<file path="src/rtl/tdm_pkg.sv">
// Shared definitions for the 4-slot TDM link: lane width, slot encodings and receive FSM states.
// The slot constants must match the selector encoding used on the transmit side.
package tdm_pkg;

    localparam int DATA_W = 8;

    localparam logic [1:0] SLOT_A = 2'b00;
    localparam logic [1:0] SLOT_B = 2'b01;
    localparam logic [1:0] SLOT_C = 2'b10;
    localparam logic [1:0] SLOT_D = 2'b11;

    typedef enum logic {
        HUNT   = 1'b0,
        LOCKED = 1'b1
    } sync_state_t;

endpackage

</file>
<file path="src/rtl/tdm_frame_sync.sv">
// Frame synchroniser: tracks slot position from SYNC, drives staging write-enables and the commit strobe.
// Framing violations produce a one-cycle error pulse; a missing sync on slot 0 drops lock.
module tdm_frame_sync
    import tdm_pkg::*;
(
    input  logic       clk,
    input  logic       rst,
    input  logic       valid,
    input  logic       sync,
    output logic [1:0] sel,
    output logic       lock,
    output logic [2:0] stage_we,
    output logic       commit,
    output logic       sync_err
);

    sync_state_t state, state_next;
    logic [1:0]  sel_next;
    logic        err_next;

    always_ff @(posedge clk) begin
        if (rst) begin
            state    <= HUNT;
            sel      <= SLOT_A;
            sync_err <= 1'b0;
        end else begin
            // NOTE: registered state uses non-blocking assignments so every flop samples pre-edge values.
            state    <= state_next;
            sel      <= sel_next;
            sync_err <= err_next;
        end
    end

    // NOTE: every combinational output gets a default first, so no path can infer a latch.
    always_comb begin
        state_next = state;
        sel_next   = sel;
        stage_we   = 3'b000;
        commit     = 1'b0;
        err_next   = 1'b0;

        if (valid) begin
            unique case (state)
                HUNT: begin
                    if (sync) begin
                        stage_we[0] = 1'b1;
                        sel_next    = SLOT_B;
                        state_next  = LOCKED;
                    end
                end
                LOCKED: begin
                    if (sync) begin
                        // A sync away from slot 0 restarts the frame on this beat.
                        err_next    = (sel != SLOT_A);
                        stage_we[0] = 1'b1;
                        sel_next    = SLOT_B;
                    end else begin
                        unique case (sel)
                            SLOT_A: begin
                                err_next   = 1'b1;
                                sel_next   = SLOT_A;
                                state_next = HUNT;
                            end
                            SLOT_B: begin
                                stage_we[1] = 1'b1;
                                sel_next    = SLOT_C;
                            end
                            SLOT_C: begin
                                stage_we[2] = 1'b1;
                                sel_next    = SLOT_D;
                            end
                            SLOT_D: begin
                                commit   = 1'b1;
                                sel_next = SLOT_A;
                            end
                        endcase
                    end
                end
            endcase
        end
    end

    assign lock = (state == LOCKED);

endmodule

</file>
<file path="src/rtl/tdm_demux_1_4.sv">
// Receive side of the 4-to-1 TDM link: stages slots A..C and commits all four outputs together
// on the slot-D beat, so A..D always hold one complete frame.
module tdm_demux_1_4
    import tdm_pkg::*;
#(
    parameter int W = DATA_W
) (
    input  logic         CLK,
    input  logic         RST,
    input  logic [W-1:0] DIN,
    input  logic         VALID,
    input  logic         SYNC,
    output logic [W-1:0] A,
    output logic [W-1:0] B,
    output logic [W-1:0] C,
    output logic [W-1:0] D,
    output logic [1:0]   SEL,
    output logic         LOCK,
    output logic         FRAME_DONE,
    output logic         SYNC_ERR
);

    logic [W-1:0] stage [0:2];
    logic [2:0]   stage_we;
    logic         commit;

    tdm_frame_sync u_frame_sync (
        .clk      (CLK),
        .rst      (RST),
        .valid    (VALID),
        .sync     (SYNC),
        .sel      (SEL),
        .lock     (LOCK),
        .stage_we (stage_we),
        .commit   (commit),
        .sync_err (SYNC_ERR)
    );

    always_ff @(posedge CLK) begin
        if (RST) begin
            // NOTE: the staging array is only three words, so it is cleared on reset like the outputs.
            for (int i = 0; i < 3; i++) stage[i] <= '0;
            A          <= '0;
            B          <= '0;
            C          <= '0;
            D          <= '0;
            FRAME_DONE <= 1'b0;
        end else begin
            FRAME_DONE <= commit;
            for (int i = 0; i < 3; i++) begin
                if (stage_we[i]) stage[i] <= DIN;
            end
            // Slot D bypasses staging so the frame lands one cycle after its last beat.
            if (commit) begin
                A <= stage[0];
                B <= stage[1];
                C <= stage[2];
                D <= DIN;
            end
        end
    end

endmodule
</file>
<file path="config.mk">
export PLATFORM = sky130hd
export DESIGN_NAME = tdm_demux_1_4
export DESIGN_NICKNAME = d
export VERILOG_FILES = /design/src/rtl/tdm_pkg.sv /design/src/rtl/tdm_frame_sync.sv /design/src/rtl/tdm_demux_1_4.sv
export SDC_FILE = /design/constraint.sdc
export NUM_CORES = 1
export LEC_CHECK = 0
export ABC_AREA = 1
export CORE_AREA = 5 5 85 87
export DETAILED_ROUTE_END_ITERATION = 8
export DIE_AREA = 0 0 90 92
export PLACE_DENSITY = 0.74
export RECOVER_POWER = 100
export SLEW_MARGIN = 10
export SYNTH_ARGS = -nofsm -noshare
export SYNTH_HDL_FRONTEND = slang
export SYNTH_SLANG_ARGS = --single-unit
</file>
<file path="constraint.sdc">
create_clock -name CLK -period 1.7 [get_ports CLK]
set_input_delay 0.255 -clock CLK [delete_from_list [all_inputs] [get_ports CLK]]
set_output_delay 0.255 -clock CLK [all_outputs]
set_load 0.02 [all_outputs]
</file>
==> results of run 1 <==
==> kinds of logic (layout without fill, tap and decap cells) <==
logic type / Yosys count / after routing / share of synthesized area, %
adder cells (fa/ha/maj): 6 / 6 / 3.08
buffers and inverters: 30 / 95 / 6.00
flip-flops: 61 / 61 / 59.9
AND/OR/NAND/NOR: 155 / 155 / 30.0
AO/OA/AOI/OAI: 5 / 5 / 1.03
==> layout make-up <==
cell class              instances  area (sq um)
fillers                       585          3010
flip-flops and latches         61          1460
multi-input cells             166           830
repair buffers                 63           601
clock buffers                  10           138
well taps                      77          96.3
clock inverters                 6          86.3
inverters                      16          60.1
==> metal layers <==
metal,routed length (um),global-route usage [%]
met4,85,5.33
met1,2260,15.4
met5,0,0
met2,2490,22.0
met3,318,5.32
==> registers in the layout (all words and copies together), names as in the netlist <==
name	flops
stage	24
A	8
B	8
C	8
D	8
u_frame_sync.sel	2
FRAME_DONE	1
u_frame_sync.lock	1
u_frame_sync.sync_err	1
==> worst paths after layout <==
check / start / endpoint / slack [ps] / cells past startpoint
worst max-delay path: u_frame_sync.sel[0] / SEL[0] / 90 / 1
worst min-delay path: C[0] / C[0] / 480 / 2
worst max register to register: u_frame_sync.sel[0] / stage[0][3] / 210 / 8
worst min register to register: C[0] / C[0] / 480 / 2
==> where the power goes <==
group	internal [W]	switching, W	total, W
sequential	0.00155	0.0000117	0.00156
clock	0.000862	0.000563	0.00142
combinational	0.0000734	0.0000924	0.000166
total	0.00249	0.000667	0.00316
==> what timing repair did <==
action                                  CTS  global route
resized for setup                         0             1
endpoints found under the hold margin     0             0
endpoints found under the setup margin    0             1
==> Yosys cell counts <==
master and n:
nor2_1 66, nand2_1 49, dfxtp_1 37, nand3b_1 32, edfxtp_1 24, inv_1 14
buf_2 6, ha_1 6, a21oi_1 3, buf_1 3, buf_6 3, inv_2 2
nand2_2 2, nor2_4 2, nor3_1 2, o21ai_0 2, buf_4 1, clkbuf_1 1
nand3_1 1, nand3_2 1
==> metrics by stage <==
| stage | total power [W] | cells | utilization, % | cell area, sq um |
|---|---|---|---|---|
| after floorplan | 0.00168 | 257 | - | 2440 |
| after global placement | 0.00178 | 383 | 49.5 | 3110 |
| after detailed placement | 0.00178 | 383 | 49.5 | 3110 |
| after CTS | 0.00322 | 399 | 53.0 | 3330 |
| after global routing | 0.00329 | 399 | 52.1 | 3270 |
| final | 0.00316 | 399 | 52.1 | 3270 |
==> metrics.yaml, run 1 <==
status:
  outcome: "finished, final reports clean"
clock_network:
  cts_tree: "done"
  cts_made_buffers: 9
  cts_buffer_depth: 2
  clk_pin_slew_ps: 70
  cts_max_level: 3
  clock-sinks: 61
  cts_root_buffer: "clkbuf_8"
  post_cts_buffers: 0
  holdBufCountCts: 0
  clock_latency_ps: 330
grt:
  grt_max_degree: 26
  track_usage_pct: 13.3
  overflow: 0
  grt_pass1_vias: 1915
  grt_pass1_wl_um: 8810
  antenna_found_initial: 0
layout:
  final_cell_mix: "66 x nor2_1, 50 x nand2_1, 37 x dfxtp_1"
  final_common_cell: "nor2_1"
  nets: 335
  synthToLayoutAreaGrowth_pct: 34.1
  drive_gt1_share_pct: 11.2
  diodes: 0
critical_path:
  crit_required_ps: 1440
  critical_path_class: "register to output pin"
  cp-end-kind: "output pin"
  cpMaxStageDelayCell: "clkdlybuf4s50_1"
  crit_path_start_kind: "register"
  slowest_delay_ps: 630
  cp_cell_sequence: "clkdlybuf4s50_1"
  crit_buf_inv: 1
  cp_max_fo: 4
  cp.arrival_ps: 1350
  path_delay_family: "buffers and inverters"
yosys:
  netlist_area_sq_um: 2440
  synth_top_area_cell: "dfxtp_1"
  synth_top_area_share_pct: 30.4
  yosysUniqueCellTypes: 20
  synth.top_cells.by_area: "dfxtp_1 30%, edfxtp_1 30%, nor2_1 10%"
  yosysWarningCount: 0
  ys_ff_latch: 61
  synth_area_per_cell_sq_um: 9.49
  synth_seq_area_share_pct: 59.9
  netlist_instances: 257
  synth_nets: 275
place:
  io_buffers: 48
  gp_congestion: 0.774
  dp_slack_ps: 33.5
  dp_hpwl_um: 3790
flow_run:
  max_cap_violations: 0
floorplanning:
  core-area_sq_um: 6280
  die_y_um: 92
  io_pins: 49
  die-area_sq_um: 8280
  start_util_pct: 38.9
  die_w_um: 90
  core.rowCount: 29
power_and_ir_drop:
  ir_drop_v: 0.000474
  power_density_nw_per_um2: 964
  power.leakage_nw: 1.45
min_path:
  hp-class: "register to register"
timing:
  setup_viol: 0
  finalClockSkew_ps: 5.42
  setup_slack_ps: 93.6
  maxSlewViolCount: 0
  whs_ps: 480
  tightest_slew_ps: 475
  slew_headroom_pct: 68.3
  min_period_ps: 1610
  fmax_ghz: 0.623
  finalSetupTns_ps: 0
  rsz0062_at_grt: "false"
  finalCritPeriodShare_pct: 94.5
  hold_viol: 0
detailed_routing:
  drtIter0Drc: 103
  wl_per_cell_um: 12.9
  ant_nets: 0
  dr.pass1.iters: 4
  wl_um: 5160
  drc_errors: 0
  vias: 1840
  routed_via_density: 4.61
No activity file was read; power rests on OpenSTA's default activity.
==> run 2, diff against run 1 <==
PLACE_DENSITY = 0.7   (was 0.74)
SLEW_MARGIN = 20   (was 10)
==> metrics.yaml, run 2 (same netlist as run 1, synthesis figures left out) <==
place:
  gp_congestion: 0.765  # -1.1%
  place_area_sq_um: 3110  # unchanged
  dp_hpwl_um: 3610  # -4.9%
  io_buffers: 48  # unchanged
timing:
  hold_viol: 0  # unchanged
  fmax_ghz: 0.621  # -0.22%
  setup_viol: 0  # unchanged
  maxSlewViolCount: 0  # unchanged
  rsz0062_at_grt: "false"
  min_period_ps: 1610  # +3.52 ps
  finalCritPeriodShare_pct: 94.7  # +0.21 points
  finalSetupTns_ps: 0  # unchanged
  slew_headroom_pct: 67.3  # -0.99 points
  tightest_slew_ps: 490  # +14.9 ps
  finalClockSkew_ps: 5.49  # +0.0686 ps
detailed_routing:
  vias: 1812  # -1.5%
  routed_via_density: 4.54  # -1.5%
  dr.pass1.iters: 4  # unchanged
  wl_um: 4880  # -5.4%
  drtIter0Drc: 59  # -43%
  wl_per_cell_um: 12.2  # -5.4%
  ant_nets: 0  # unchanged
  drc_errors: 0  # unchanged
critical_path:
  cp_max_fo: 2  # -2
  crit_path_start_kind: "register"
  crit_required_ps: 1440  # about the same
  path_delay_family: "buffers and inverters"
  slowest_delay_ps: 680  # +50 ps
  cp_cell_sequence: "dlygate4sd3_1"
  cpMaxStageDelayCell: "dlygate4sd3_1"
  cp-end-kind: "output pin"
  critical_path_class: "register to output pin"
  cp.arrival_ps: 1350  # about the same
  crit_buf_inv: 1  # unchanged
flow_run:
  max_cap_violations: 0  # unchanged
layout:
  design_area_sq_um: 3200  # -2.1%
  final_cell_mix: "68 x nor2_1, 50 x nand2_1, 37 x dfxtp_1"
  drive_gt1_share_pct: 8.70  # -2.5 points
  largest_register_ffs: 24  # unchanged
  multi_input_area_sq_um: 815  # -1.8%
  fillers: 598  # +2.2%
  nets: 335  # unchanged
  diodes: 0  # unchanged
  final_common_cell: "nor2_1"
  seq_area_sq_um: 1460  # unchanged
  synthToLayoutAreaGrowth_pct: 31.3
  top_register: "stage"
clock_network:
  clk_pin_slew_ps: 60  # about the same
  holdBufCountCts: 0  # unchanged
  cts_max_level: 3  # unchanged
  cts_buffer_depth: 2  # unchanged
  clock-sinks: 61  # unchanged
  cts_tree: "done"
  cts_root_buffer: "clkbuf_8"
  clock_latency_ps: 330  # about the same
  cts_made_buffers: 9  # unchanged
floorplanning:
  core-area_sq_um: 6280  # unchanged
  die_w_um: 90  # unchanged
  die_y_um: 92  # unchanged
  die-area_sq_um: 8280  # unchanged
  io_pins: 49  # unchanged
  start_util_pct: 38.9  # unchanged
  core.rowCount: 29  # unchanged
min_path:
  hp-class: "register to register"
power_and_ir_drop:
  power.leakage_nw: 1.43  # -1.8%
  power_density_nw_per_um2: 877  # -9.0%
  ir_drop_v: 0.000400  # -16%
grt:
  antenna_found_initial: 0  # unchanged
  grt_pass1_wl_um: 8520  # -3.3%
  grt_pass1_vias: 1883  # -1.7%
  grt_max_degree: 24  # -7.7%
  overflow: 0  # unchanged
  track_usage_pct: 12.6  # -0.69 points
status:
  outcome: "finished, final reports clean"
run 2: cell count changes in the layout (fill, tap and decap cells not counted), moves of 2 or more:
cell,before,now
clkbuf_1,2,7
buf_4,9,7
bufinv_16,2,0
nor2_1,66,68
nor2_4,2,0
run 2: where the power goes:
part	total (W)	internal [W]	leakage [nW]	switching [W]
Sequential	0.00156	0.00155	0.555	0.0000111
Combinational	0.000165	0.0000751	0.786	0.0000898
Clock	0.00108	0.000561	0.0848	0.000520
run 2: through the flow:
stage	power (W)	utilization, %	hold WS [ps]	worst slack, ps	cells
6_report	0.00281	51.0	473	90.1	399
5_1_grt	0.00293	51.0	500	41.4	399
4_1_cts	0.00287	52.1	485	22.9	399
3_5_place_dp	0.00178	49.5	470	35.4	383
3_3_place_gp	0.00178	49.5	468	87.9	383
2_1_floorplan	0.00168	-	334	239	257
run 2: path summary, 6_finish.rpt:
kind	startpoint	end	slack [ps]	depth (start not counted)
min reg2reg	B[7]	B[7]	470	2
min	B[7]	B[7]	470	2
max reg2reg	u_frame_sync.sel[0]	stage[0][0]	190	8
max	D[6]	D[6]	90	1
run 2: layout make-up:
type | instances | share of cell area (%)
Clock inverter | 3 | 0.430
Sequential cell | 61 | 45.6
Clock buffer | 13 | 4.65
Timing Repair Buffer | 63 | 19.0
Multi-Input combinational cell | 166 | 25.4
Inverter | 16 | 1.88
Tap cell | 77 | 3.01
run 2: per-layer routing:
metal / share of wire [%] / track usage, % / up-vias / wire length [um]
li1: - / - / 941 / -
met1: 45 / 15.1 / 809 / 2200
met2: 47 / 20.3 / 52 / 2290
met3: 6.3 / 4.34 / 10 / 309
met4: 1.6 / 5.83 / 0 / 77
met5: 0 / 0 / - / 0
run 2: repair_timing:
item	CTS	global route
setup endpoints to repair	0	1
buffers inserted	0	0
resized for setup	0	1
==> run 3, diff against run 2 <==
CAP_MARGIN = 20   (was default)
CTS_BUF_LIST = sky130_fd_sc_hd__clkbuf_2 sky130_fd_sc_hd__clkbuf_4 sky130_fd_sc_hd__clkbuf_8   (was default)
==> metrics.yaml, run 3 (same netlist as run 1, synthesis figures left out) <==
status:
  outcome: "finished, final reports clean"
critical_path:
  crit_path_start_kind: "register"
  reg2reg_slack_ps: 180  # about the same
  slowest_delay_ps: 680  # about the same
  path_delay_family: "buffers and inverters"
  critical_path_class: "register to output pin"
  cpMaxStageDelayCell: "dlygate4sd3_1"
  crit_required_ps: 1440  # about the same
  cp-end-kind: "output pin"
  cp_cell_sequence: "dlygate4sd3_1"
  cp.arrival_ps: 1360  # about the same
  r2r-start: "u_frame_sync.sel[0]"
  worstReg2RegEnd: "stage[0][0]"
  crit_buf_inv: 1  # unchanged
  reg2reg_depth: 8  # unchanged
  cp_max_fo: 2  # unchanged
timing:
  fmax_ghz: 0.620  # -0.11%
  whs_ps: 473  # +0.00400 ps
  slew_headroom_pct: 68.5  # +1.1 points
  setup_viol: 0  # unchanged
  setup_slack_ps: 88.3  # -1.75 ps
  rsz0062_at_grt: "false"
  hold_viol: 0  # unchanged
  min_period_ps: 1610  # +1.75 ps
  maxSlewViolCount: 0  # unchanged
  finalSetupTns_ps: 0  # unchanged
  tightest_slew_ps: 473  # -17.1 ps
  finalCritPeriodShare_pct: 94.8  # +0.10 points
  finalClockSkew_ps: 5.63  # +0.139 ps
floorplanning:
  die_y_um: 92  # unchanged
  die-area_sq_um: 8280  # unchanged
  core-area_sq_um: 6280  # unchanged
  io_pins: 49  # unchanged
  start_util_pct: 38.9  # unchanged
  core.rowCount: 29  # unchanged
  die_w_um: 90  # unchanged
detailed_routing:
  ant_nets: 0  # unchanged
  dr.pass1.iters: 4  # unchanged
  wl_per_cell_um: 12.2  # -0.41%
  wl_um: 4860  # -0.41%
  routed_via_density: 4.53  # -0.28%
  drc_errors: 0  # unchanged
  vias: 1807  # -0.28%
  drtIter0Drc: 76  # +29%
power_and_ir_drop:
  clockPowerShare_pct: 39.5  # +1.1 points
  comb_power_share_pct: 5.8  # about the same
  power_density_nw_per_um2: 889  # +1.3%
  power.leakage_nw: 1.44  # +0.72%
  p_sw_w: 0.000620  # about the same
  swShare_pct: 21.7  # -0.38 points
  cell_internal_pwr_w: 0.00224  # +2.2%
  ir_drop_v: 0.000398  # -0.39%
  power_frac_seq_pct: 54.8  # -0.9 points
grt:
  overflow: 0  # unchanged
  grt_pass1_wl_um: 8490  # -0.33%
  antenna_found_initial: 0  # unchanged
  grt_pass1_vias: 1864  # -1.0%
  track_usage_pct: 12.5  # -0.035 points
  grt_max_degree: 24  # unchanged
layout:
  design_area_sq_um: 3210  # +0.35%
  final_cell_mix: "68 x nor2_1, 50 x nand2_1, 37 x dfxtp_1"
  synthToLayoutAreaGrowth_pct: 31.7
  drive_gt1_share_pct: 9.63  # +0.93 points
  fillers: 598  # unchanged
  diodes: 0  # unchanged
  top_register: "stage"
  final_common_cell: "nor2_1"
  seq_area_sq_um: 1460  # unchanged
  postLayoutCoreUtil_pct: 51.2  # +0.18 points
  multi_input_area_sq_um: 815  # unchanged
  nets: 335  # unchanged
  largest_register_ffs: 24  # unchanged
min_path:
  min_from: "C[0]"
  hp-class: "register to register"
  whs_path_depth: 2  # unchanged
  min_to: "C[0]"
clock_network:
  cts_root_buffer: "clkbuf_8"
  clock-sinks: 61  # unchanged
  clock_latency_ps: 330  # about the same
  cts_made_buffers: 9  # unchanged
  cts_tree: "done"
  cts_buffer_depth: 2  # unchanged
  clk_pin_slew_ps: 60  # about the same
  post_cts_buffers: 0  # unchanged
  cts_max_level: 3  # unchanged
place:
  dp_slack_ps: 35.4  # unchanged
  dp_hpwl_um: 3610  # unchanged
  io_buffers: 48  # unchanged
  gp_congestion: 0.765  # unchanged
  place_area_sq_um: 3110  # unchanged
flow_run:
  max_cap_violations: 0  # unchanged
run 3: cell counts in the layout (fill, tap and decap cells not counted):
No cell type changed its count.
run 3: power by group through the flow:
stage / registers (W) / logic [W] / clock network [W]
after global placement: 0.00160 / 0.000180 / 0
final: 0.00156 / 0.000165 / 0.00113
after floorplan: 0.00160 / 0.0000855 / 0
after CTS: 0.00156 / 0.000183 / 0.00117
after detailed placement: 0.00160 / 0.000183 / 0
after global routing: 0.00157 / 0.000185 / 0.00123
run 3: layer usage:
layer,up-vias,GRT usage [%],share of wire (%)
met3,8,4.01,5.4
met2,46,20.4,48
li1,941,-,-
met5,-,0,0
met1,812,15.2,46
met4,0,5.58,1.4
run 3: worst max-delay path by stage:
stage                              startpoint           end  slack, ps  cells past startpoint
after global placement                   SYNC  stage[0][19]         90                      7
after detailed placement                 SYNC  stage[0][14]         40                      7
after global routing                     D[6]          D[6]         40                      1
final                                    D[6]          D[6]         90                      1
after CTS                 u_frame_sync.sel[1]        SEL[1]         20                      1
after floorplan           u_frame_sync.sel[0]   stage[0][0]        240                      8
run 3: layout make-up:
cell class	count	area share (%)
inverters	16	1.87
clock buffers	13	4.98
flip-flops and latches	61	45.5
well taps	77	3.00
repair buffers	63	18.9
multi-input cells	166	25.3
clock inverters	3	0.428
run 3: stage by stage:
stage / total power, W / instances
2_1_floorplan: 0.00168 / 257
3_3_place_gp: 0.00178 / 383
3_5_place_dp: 0.00178 / 383
4_1_cts: 0.00292 / 399
5_1_grt: 0.00298 / 399
6_report: 0.00286 / 399
run 3: repair_timing:
action | CTS | global route
gates resized for setup | 0 | 1
setup endpoints to repair | 0 | 1
hold endpoints to repair | 0 | 0
hold buffers | 0 | 0
